==> config.mk <==
export PLATFORM = sky130hd
export DESIGN_NAME = om_range_arbiter
export DESIGN_NICKNAME = d
export VERILOG_FILES = /design/src/rtl/om_pkg.sv /design/src/rtl/om_range_fifo.sv /design/src/rtl/om_range_arbiter.sv
export SDC_FILE = /design/constraint.sdc
export NUM_CORES = 1
export LEC_CHECK = 0
export CAP_MARGIN = 20
export CORE_ASPECT_RATIO = 2
export CORE_UTILIZATION = 58
export CTS_CLUSTER_DIAMETER = 80
export CTS_CLUSTER_SIZE = 30
export DETAILED_ROUTE_END_ITERATION = 10
export PLACE_DENSITY = 0.9
export SYNTH_ARGS = -nofsm -noshare
export SYNTH_HDL_FRONTEND = slang
export SYNTH_HIERARCHICAL = 1
export SYNTH_SLANG_ARGS = --single-unit
export TNS_END_PERCENT = 20
==> constraint.sdc <==
create_clock -name clk_i -period 18.04 [get_ports clk_i]
set_clock_uncertainty 0.15 [all_clocks]
set_input_delay 4.51 -clock clk_i [delete_from_list [all_inputs] [get_ports clk_i]]
set_output_delay 4.51 -clock clk_i [all_outputs]
set_load 0.03 [all_outputs]
==> src/rtl/om_pkg.sv <==
// Shared types for the overflow-range arbiter: range payload, source ids and arbiter states.
package om_pkg;

    localparam int OM_ADDR_W = 32;

    typedef enum logic {
        OM_SRC_HEAP = 1'b0,
        OM_SRC_DLK  = 1'b1
    } om_src_e;

    typedef struct packed {
        logic [OM_ADDR_W-1:0] first;
        logic [OM_ADDR_W-1:0] last;
        om_src_e              src;
    } om_range_t;

    typedef enum logic [1:0] {
        IDLE  = 2'd0,
        DRAIN = 2'd1,
        CLEAR = 2'd2
    } om_arb_state_e;

    function automatic logic om_range_malformed(input om_range_t r);
        return r.first > r.last;
    endfunction

endpackage

==> src/rtl/om_range_fifo.sv <==
// Pending-range FIFO: head visible the cycle after a push, push ignored when full, pop ignored when empty.
// flush_i empties the queue at the next edge and takes priority over a same-cycle push.
module om_range_fifo
    import om_pkg::*;
#(
    parameter int DEPTH = 4
) (
    input  logic                   clk_i,
    input  logic                   rst_i,
    input  logic                   flush_i,
    input  logic                   push_i,
    input  om_range_t              push_data_i,
    input  logic                   pop_i,
    output om_range_t              head_o,
    output logic                   full_o,
    output logic                   empty_o,
    output logic [$clog2(DEPTH):0] level_o
);

    localparam int PTR_W = $clog2(DEPTH);

    om_range_t        mem_q [DEPTH];
    logic [PTR_W-1:0] wr_ptr_q;
    logic [PTR_W-1:0] rd_ptr_q;
    logic [PTR_W:0]   level_q;
    logic             push_ok;
    logic             pop_ok;

    assign full_o  = (level_q == (PTR_W+1)'(DEPTH));
    assign empty_o = (level_q == '0);
    assign level_o = level_q;
    assign head_o  = mem_q[rd_ptr_q];
    assign push_ok = push_i & ~full_o;
    assign pop_ok  = pop_i & ~empty_o;

    always_ff @(posedge clk_i) begin
        if (rst_i || flush_i) begin
            wr_ptr_q <= '0;
            rd_ptr_q <= '0;
            level_q  <= '0;
        end else begin
            // DEPTH is a power of two, so pointer overflow wraps modulo DEPTH.
            if (push_ok) wr_ptr_q <= wr_ptr_q + PTR_W'(1);
            if (pop_ok)  rd_ptr_q <= rd_ptr_q + PTR_W'(1);
            case ({push_ok, pop_ok})
                2'b10:   level_q <= level_q + (PTR_W+1)'(1);
                2'b01:   level_q <= level_q - (PTR_W+1)'(1);
                default: level_q <= level_q;
            endcase
        end
    end

    always_ff @(posedge clk_i) begin
        if (push_ok && !flush_i && !rst_i) mem_q[wr_ptr_q] <= push_data_i;
    end

endmodule

==> src/rtl/om_range_arbiter.sv <==
// Round-robin merge of heap/dataleak ranges into the range buffer; accepted range written 1 cycle later.
// Producers stall (ready low) while the FIFO is full or a clear is in progress; buffer stall holds the head.
module om_range_arbiter
    import om_pkg::*;
#(
    parameter int FIFO_DEPTH   = 4,
    parameter int CLEAR_CYCLES = 2,
    parameter int CNT_W        = 16
) (
    input  logic                          clk_i,
    input  logic                          rst_i,
    input  logic                          heap_valid_i,
    input  logic [OM_ADDR_W-1:0]          heap_first_i,
    input  logic [OM_ADDR_W-1:0]          heap_last_i,
    output logic                          heap_ready_o,
    input  logic                          dlk_valid_i,
    input  logic [OM_ADDR_W-1:0]          dlk_first_i,
    input  logic [OM_ADDR_W-1:0]          dlk_last_i,
    output logic                          dlk_ready_o,
    input  logic                          clear_i,
    output logic                          buf_wr_en_o,
    output logic [OM_ADDR_W-1:0]          buf_first_o,
    output logic [OM_ADDR_W-1:0]          buf_last_o,
    output logic                          buf_src_o,
    input  logic                          buf_wr_ready_i,
    output logic                          buf_clear_o,
    output logic [$clog2(FIFO_DEPTH):0]   fifo_level_o,
    output logic [CNT_W-1:0]              written_cnt_o,
    output logic [CNT_W-1:0]              drop_cnt_o,
    output logic                          busy_o
);

    localparam int LVL_W = $clog2(FIFO_DEPTH) + 1;
    localparam int CLR_W = (CLEAR_CYCLES > 1) ? $clog2(CLEAR_CYCLES) : 1;

    om_arb_state_e              state_q, state_d;
    om_src_e                    rr_q;
    logic                       dup_vld_q;
    logic [2*OM_ADDR_W-1:0]     dup_q;
    logic [CLR_W-1:0]           clr_cnt_q, clr_cnt_d;
    logic [CNT_W-1:0]           written_q, drop_q;

    om_range_t                  cand;
    om_range_t                  fifo_head;
    logic                       fifo_full, fifo_empty;
    logic [LVL_W-1:0]           fifo_level;
    logic                       flush;
    logic                       can_grant, heap_gnt, dlk_gnt, any_gnt;
    logic                       dup_hit, bad_range, push, drop;
    logic                       wr_en, pop;

    assign flush     = clear_i | (state_q == CLEAR);
    assign can_grant = (state_q != CLEAR) & ~clear_i & ~fifo_full;
    assign heap_gnt  = can_grant & heap_valid_i & (~dlk_valid_i | (rr_q == OM_SRC_HEAP));
    assign dlk_gnt   = can_grant & dlk_valid_i & (~heap_valid_i | (rr_q == OM_SRC_DLK));
    assign any_gnt   = heap_gnt | dlk_gnt;

    always_comb begin
        cand = '{first: heap_first_i, last: heap_last_i, src: OM_SRC_HEAP};
        if (dlk_gnt) cand = '{first: dlk_first_i, last: dlk_last_i, src: OM_SRC_DLK};
    end

    assign bad_range = om_range_malformed(cand);
    assign dup_hit   = dup_vld_q & ({cand.first, cand.last} == dup_q);
    assign push      = any_gnt & ~bad_range & ~dup_hit;
    assign drop      = any_gnt & (bad_range | dup_hit);

    // State tracks occupancy, so DRAIN alone qualifies the write strobe.
    assign wr_en = (state_q == DRAIN) & ~clear_i;
    assign pop   = wr_en & buf_wr_ready_i;

    om_range_fifo #(.DEPTH(FIFO_DEPTH)) u_fifo (
        .clk_i       (clk_i),
        .rst_i       (rst_i),
        .flush_i     (flush),
        .push_i      (push),
        .push_data_i (cand),
        .pop_i       (pop),
        .head_o      (fifo_head),
        .full_o      (fifo_full),
        .empty_o     (fifo_empty),
        .level_o     (fifo_level)
    );

    always_comb begin
        state_d   = state_q;
        clr_cnt_d = clr_cnt_q;
        case (state_q)
            IDLE:  if (push) state_d = DRAIN;
            DRAIN: if (pop && !push && fifo_level == LVL_W'(1)) state_d = IDLE;
            CLEAR: begin
                if (clr_cnt_q == CLR_W'(CLEAR_CYCLES - 1)) begin
                    state_d   = IDLE;
                    clr_cnt_d = '0;
                end else begin
                    clr_cnt_d = clr_cnt_q + CLR_W'(1);
                end
            end
            default: state_d = IDLE;
        endcase
        if (clear_i) begin
            state_d   = CLEAR;
            clr_cnt_d = '0;
        end
    end

    always_ff @(posedge clk_i) begin
        if (rst_i) begin
            state_q   <= IDLE;
            clr_cnt_q <= '0;
            rr_q      <= OM_SRC_HEAP;
            dup_vld_q <= 1'b0;
            dup_q     <= '0;
            written_q <= '0;
            drop_q    <= '0;
        end else begin
            state_q   <= state_d;
            clr_cnt_q <= clr_cnt_d;
            if (heap_gnt) rr_q <= OM_SRC_DLK;
            if (dlk_gnt)  rr_q <= OM_SRC_HEAP;
            if (flush) begin
                dup_vld_q <= 1'b0;
            end else if (push) begin
                dup_vld_q <= 1'b1;
                dup_q     <= {cand.first, cand.last};
            end
            if (pop && !(&written_q)) written_q <= written_q + CNT_W'(1);
            if (drop && !(&drop_q))   drop_q    <= drop_q + CNT_W'(1);
        end
    end

    assign heap_ready_o  = heap_gnt;
    assign dlk_ready_o   = dlk_gnt;
    assign buf_wr_en_o   = wr_en;
    // Stale storage is masked so the buffer port reads zero whenever nothing is queued.
    assign buf_first_o   = fifo_empty ? '0 : fifo_head.first;
    assign buf_last_o    = fifo_empty ? '0 : fifo_head.last;
    assign buf_src_o     = fifo_empty ? 1'b0 : fifo_head.src;
    assign buf_clear_o   = (state_q == CLEAR);
    assign fifo_level_o  = fifo_level;
    assign written_cnt_o = written_q;
    assign drop_cnt_o    = drop_q;
    assign busy_o        = (state_q != IDLE);

endmodule

## Yosys cells after proc, flatten, opt, wreduce, memory -nomap -nowiden

Memories as Yosys holds them, arrays and structs flattened. A register that Yosys moved wholly into a read port is not among the register bits.
Index checks and enable logic that the tools add are counted.
W data, S select, Z words.

- Bitwise logic cells: 28
- Shift operators: 0
- Eq/ne operators: 14
- Div/mod/pow operators: 0
- Multipliers: 0
- Reductions and logical operators: 24
- $add $sub $neg: 7
- Multiplexer cells: 15
- Order comparisons: 1

Operator list:

| kind | count |
|---|---|
| $mux W65 | 1 |
| $eq A64 B64 Y1 | 1 |
| $mux W32 | 2 |
| $add A16 B1 Y16 const B | 2 |
| $gt A32 B32 Y1 | 1 |
| $reduce_and A16 Y1 | 2 |
| $and A1 B1 Y1 | 14 |
| $mux W2 | 6 |
| $not A1 Y1 | 9 |
| $logic_and A1 B1 Y1 | 6 |
| $ne A3 B2 Y1 const B | 2 |
| $pmux W2 S3 | 1 |
| $pmux W3 S2 | 1 |
| $reduce_and A3 Y1 | 2 |
| $reduce_or A2 Y1 | 3 |
| $logic_not A1 Y1 | 5 |
| $or A1 B1 Y1 | 5 |
| $add A2 B1 Y2 const B | 2 |
| $eq A2 B1 Y1 const B | 2 |
| $eq A2 B2 Y1 const B | 2 |
| $mux W1 | 4 |
| $ne A2 B1 Y1 const B | 2 |
| $ne A2 B2 Y1 const B | 2 |
| $reduce_bool A2 Y1 | 2 |
| other kinds (10) | 10 |

- Latch bits: 0
- ROM bits: 0
- Word-level logic and storage cells: 101
- Memories: 1
- Output and inout port bits: 105
- Bits in registers: 108
- Memory bits (writable): 260

Memories:

| name | depth | width | read ports | clocked after memory_dff | wr ports | line | text |
|---|---|---|---|---|---|---|---|
| u_fifo.mem_q | 4 | 65 | 1 | 1 | 1 | om_range_fifo.sv:22 | `om_range_t mem_q [DEPTH];` |

## Logic depth before layout (Yosys ltp)

- Word-level depth: 16
- Depth in mapped cells: 28

## Cells and area by module

The synthesis kept the hierarchy.

By module, submodules not included:

| module | sequential area each (um^2) | area each (um^2) | instances | cells an instance |
|---|---|---|---|---|
| om_range_fifo | 7,987.7 | 9,854.5 | 1 | 394 |
| om_range_arbiter | 2,021.9 | 7,759.9 | 1 | 1,023 |

## Least setup slack after synthesis

Ideal clock, no wire load.

- Path type: in2reg
- Start point: input clear_i
- End point: memory u_fifo/mem_q[0][0] (netlist name) (enable)
- Path slack: 7.190 ns
- Data arrival time: 10.269 ns
- Cell stages on the path: 20
- Path buffers: 5
- Data required time: 17.460 ns
- Cell sequence: or2_1 > or4_4 > buf_6 > clkinv_8 > buf_6 > clkbuf_1 > nand2_1 > nand2_1 > ha_1 > a21o_1 > a21o_1 > a221o_1 > a221o_1 > o211ai_1 > nand2_1 > a211oi_1 > buf_2 > clkbuf_1 > and2_4 > and3_1

RTL lines:

| element | line | text |
|---|---|---|
| from (decl) | om_range_arbiter.sv:20 | `input logic clear_i,` |
| to (decl) | om_range_fifo.sv:22 |  |

## Final worst setup path

- Start point: input clear_i
- End point: output dlk_ready_o

- Cells in the longest elaborated chain, start to end: 5

Ends and longest elaborated chain:

| element | line | text |
|---|---|---|
| $not A1 Y1 | om_range_arbiter.sv:53 | `assign can_grant = (state_q != CLEAR) & ~clear_i & ~fifo_full;` |
| $and A1 B1 Y1 (2 in series) | om_range_arbiter.sv:53 |  |
| $and A1 B1 Y1 (2 in series) | om_range_arbiter.sv:55 | `assign dlk_gnt = can_grant & dlk_valid_i & (~heap_valid_i \| (rr_q == OM_SRC_DLK));` |
| to (decl) | om_range_arbiter.sv:19 | `output logic dlk_ready_o,` |

Every way passes these cells.

==> flow_summary_export.csv <==
group,metric,value,unit
floorplan,core.rowCount,89,
floorplan,start_util,0.592,
yosys,syn_avg_cell_area,12.4,um^2
yosys,synth_fa_ha_area_frac,0.0288,
global_routing,grt_pass1_vias,13500,
global_routing,grt_pass1_wl,81600,um
worst_setup_path,cp_max_fo,57,
floorplan,die_w,125,um
yosys,async_flop_share,0,
timing,setup_tns,0,ns
timing,fmax,0.0844,GHz
timing,worst_pin_slew,1.11,ns
hold_path,hold_class,"flop to flop",
worst_setup_path,critPathArrivalTime,7.19,ns
clocking,clk_latency,0.55,ns
pwr,irDropWorstVdd,91.9,uV
place,place_hpwl,41300,um
timing,rsz0062_at_grt,"false",
pwr,clkPwrFrac,0.273,
floorplan,core_area,29700,um^2
outcome,violations,"design-rule violations",
pwr,p_leak,7.10,nW
hold_path,min_to,"state_q[0]",
yosys,yosys.area_share.simple,0.127,
yosys,synth.distinct_cells,72,
place,place_inst,1975,
yosys,syn-cell-area,17600,um^2
worst_setup_path,r2r-start,"u_fifo/level_o[2]",
route,drtAntennaViolNets,0,
yosys,synth_area_leaders,"edfxtp_1 44%, dfxtp_1 13%, mux4_2 8.3%",
yosys,ys_top_cells_by_count,"260 x edfxtp_1, 119 x inv_1, 113 x nor2_1, 110 x dfxtp_1, 93 x nor2b_1",
final_layout,design_area,20800,um^2
final_layout,fin_cells,2003,
final_layout,final_layout_size_suffix_gt1_frac,0.0818,
final_layout,diodes,0,
yosys,ys.flop_type,"edfxtp_1",
yosys,synth.top_cell.area_share,0.443,
pwr,swShare,0.259,
worst_setup_path,cp-end-kind,"output pin",
final_layout,register_area,10000,um^2
hold_path,hold_path_depth,1,
global_routing,grt_max_degree,71,
timing,slew_headroom,0.250,
clocking,ctsResizeCount,0,
global_routing,grt_antenna_before_repair,0,
timing,fin_crit_sh,0.657,
floorplan,io_pins,239,
pwr,power.total,1.62,mW
yosys,synth_top_family_by_area,"simple AND/OR/NAND/NOR gates",
route,viasPerCell,6.47,
yosys,syn_inst,1417,
floorplan,dieArea,31100,um^2
yosys,yosysMostFrequentCell,"edfxtp_1",
clocking,cts_tree,"built",
worst_setup_path,r2r-end,"u_fifo/mem_q[1][39]",
clocking,clk_pin_slew,0.12,ns
yosys,synth_compound_area_frac,0.0940,
worst_setup_path,critPathKind,"input pin to output pin",
timing,period_minus_slack,11.85,ns
worst_setup_path,r2r_cells,19,
clocking,clock-sinks,370,
flow_run,cap_violations,0,
global_routing,grtUsageTotal,0.358,
yosys,yosysWarnings,6,
yosys,synth-xor-area-share,0.0204,
route,post_drt_wl_per_cell,27.5,um
timing,slew_violations,0,
timing,final-hold-violation-count,0,
yosys,synthMuxAreaShare,0.116,
route,vias,13000,
yosys,ys_ff_latch,370,
pwr,p_comb_frac,0.143,
route,firstDrtPassIters,9,
clocking,cts_hold_buf,0,
final_layout,nFillCells,1995,
timing,setup_viol_count_final,0,
place,io_buffers,238,
final_layout,multiInputGateArea,6840,um^2
yosys,synth-edff-count,260,
route,routed_wl,55000,um
final_layout,syn_to_final_growth,18.0,%
pwr,p_int,1.20,mW
worst_setup_path,start_kind,"input pin",
yosys,syn_nets,1591,
pwr,p_sw,0.419,mW
outcome,status,"finished, violations left",
clocking,post_cts_buffers,0,
final_layout,utilization,0.699,
global_routing,overflow,0,
place,place_congestion,1.05,
hold_path,min_from,"state_q[1]",
route,drtIter0Drc,1017,
pwr,p_per_area,77.7,nW/um^2
worst_setup_path,regToRegSetupSlack,11.11,ns
pwr,seq_power_share,0.584,
clocking,cts_root_buf,"clkbuf_16",
route,drc,22,
clocking,cts_max_level,1,
final_layout,nNetsFinal,1803,
clocking,cts_inserted_buffers,16,
place,placed_area,20300,um^2
worst_setup_path,cp.required,13.38,ns
yosys,ys_seq_area_frac,0.568,
clocking,clk_path_buf_depth,3,
floorplan,die_y,248,um
yosys,yosysTopAreaCell,"edfxtp_1",
power groups by stage:
stage          Sequential, mW  Clock, mW  Combinational (mW)
2_1_floorplan           0.957          0               0.122
3_3_place_gp            0.961          0               0.218
3_5_place_dp            0.962          0               0.225
4_1_cts                 0.943      0.441               0.226
5_1_grt                 0.945      0.467               0.244
6_report                0.944      0.441               0.231
per-stage QoR:
stage                     hold WS [ns]  setup slack (ns)
after global placement           0.310              6.30
after floorplan                  0.279              7.19
after CTS                        0.332              6.25
after detailed placement         0.302              6.24
after global routing             0.360              6.13
final                            0.334              6.19
worst max-delay path, cell delays in order:
cell and delay [ns]:
clkdlybuf4s50_1 0.54, or2_1 0.31, or4_4 0.72, clkinv_8 0.30, clkdlybuf4s50_1 0.74
registers in the layout, summed over array words and instances (netlist names), 2 cells and up, named ones only:
name             count
u_fifo/wr_ptr_q      2
drop_cnt_o          16
dup_q               64
u_fifo/mem_q       260
u_fifo/level_o       3
state_q              2
u_fifo/rd_ptr_q      2
written_cnt_o       16
cells in the final DEF, fill, tap and decap left out, drive strengths merged, types with 8 or more instances in the layout:
| cell type | n |
|---|---|
| mux2i | 53 |
| nor2b | 93 |
| a211oi | 35 |
| a2111oi | 16 |
| o31ai | 9 |
| nor2 | 113 |
| o2111ai | 8 |
| a22o | 9 |
| buf | 21 |
| inv | 120 |
| edfxtp | 260 |
| o22ai | 29 |
| nand4 | 21 |
| xor2 | 29 |
| nand2b | 28 |
| nor3 | 13 |
| nand2 | 86 |
| or4 | 10 |
| xnor2 | 12 |
| a21oi | 42 |
| clkdlybuf4s50 | 237 |
| nand3 | 20 |
| ha | 39 |
| dfxtp | 110 |
| nor4 | 13 |
| o21ai | 26 |
| and3 | 10 |
| clkbuf | 27 |
| mux4 | 65 |
how the worst max path moves through the flow:
stage,start,end
final,clear_i,dlk_ready_o
after global routing,clear_i,dlk_ready_o
after CTS,clear_i,dlk_ready_o
after detailed placement,clear_i,dlk_ready_o
after global placement,clear_i,dlk_ready_o
after floorplan,clear_i,u_fifo/mem_q[0][0]
cell families after synthesis:
family,Yosys count
simple gates,434
flops,370
compound gates,226
buf+inv,184
mux,122
xor+xnor,41
fa+ha+maj,40
layout make-up:
cell class	count	share of cell area
sequential	370	0.482
multi-input combinational	863	0.329
timing repair buffer	258	0.122
clock buffer	27	0.0223
inverter	120	0.0223
tap	364	0.0219
clock inverter	1	0.000963
per-layer routing:
layer	up-vias	wire length [um]	GRT usage
li1	5666	-	-
met1	6345	18500	0.385
met2	740	28700	0.646
met3	209	3660	0.0514
met4	0	4230	0.240
met5	-	0	0
(Power assumes the default switching activity.)
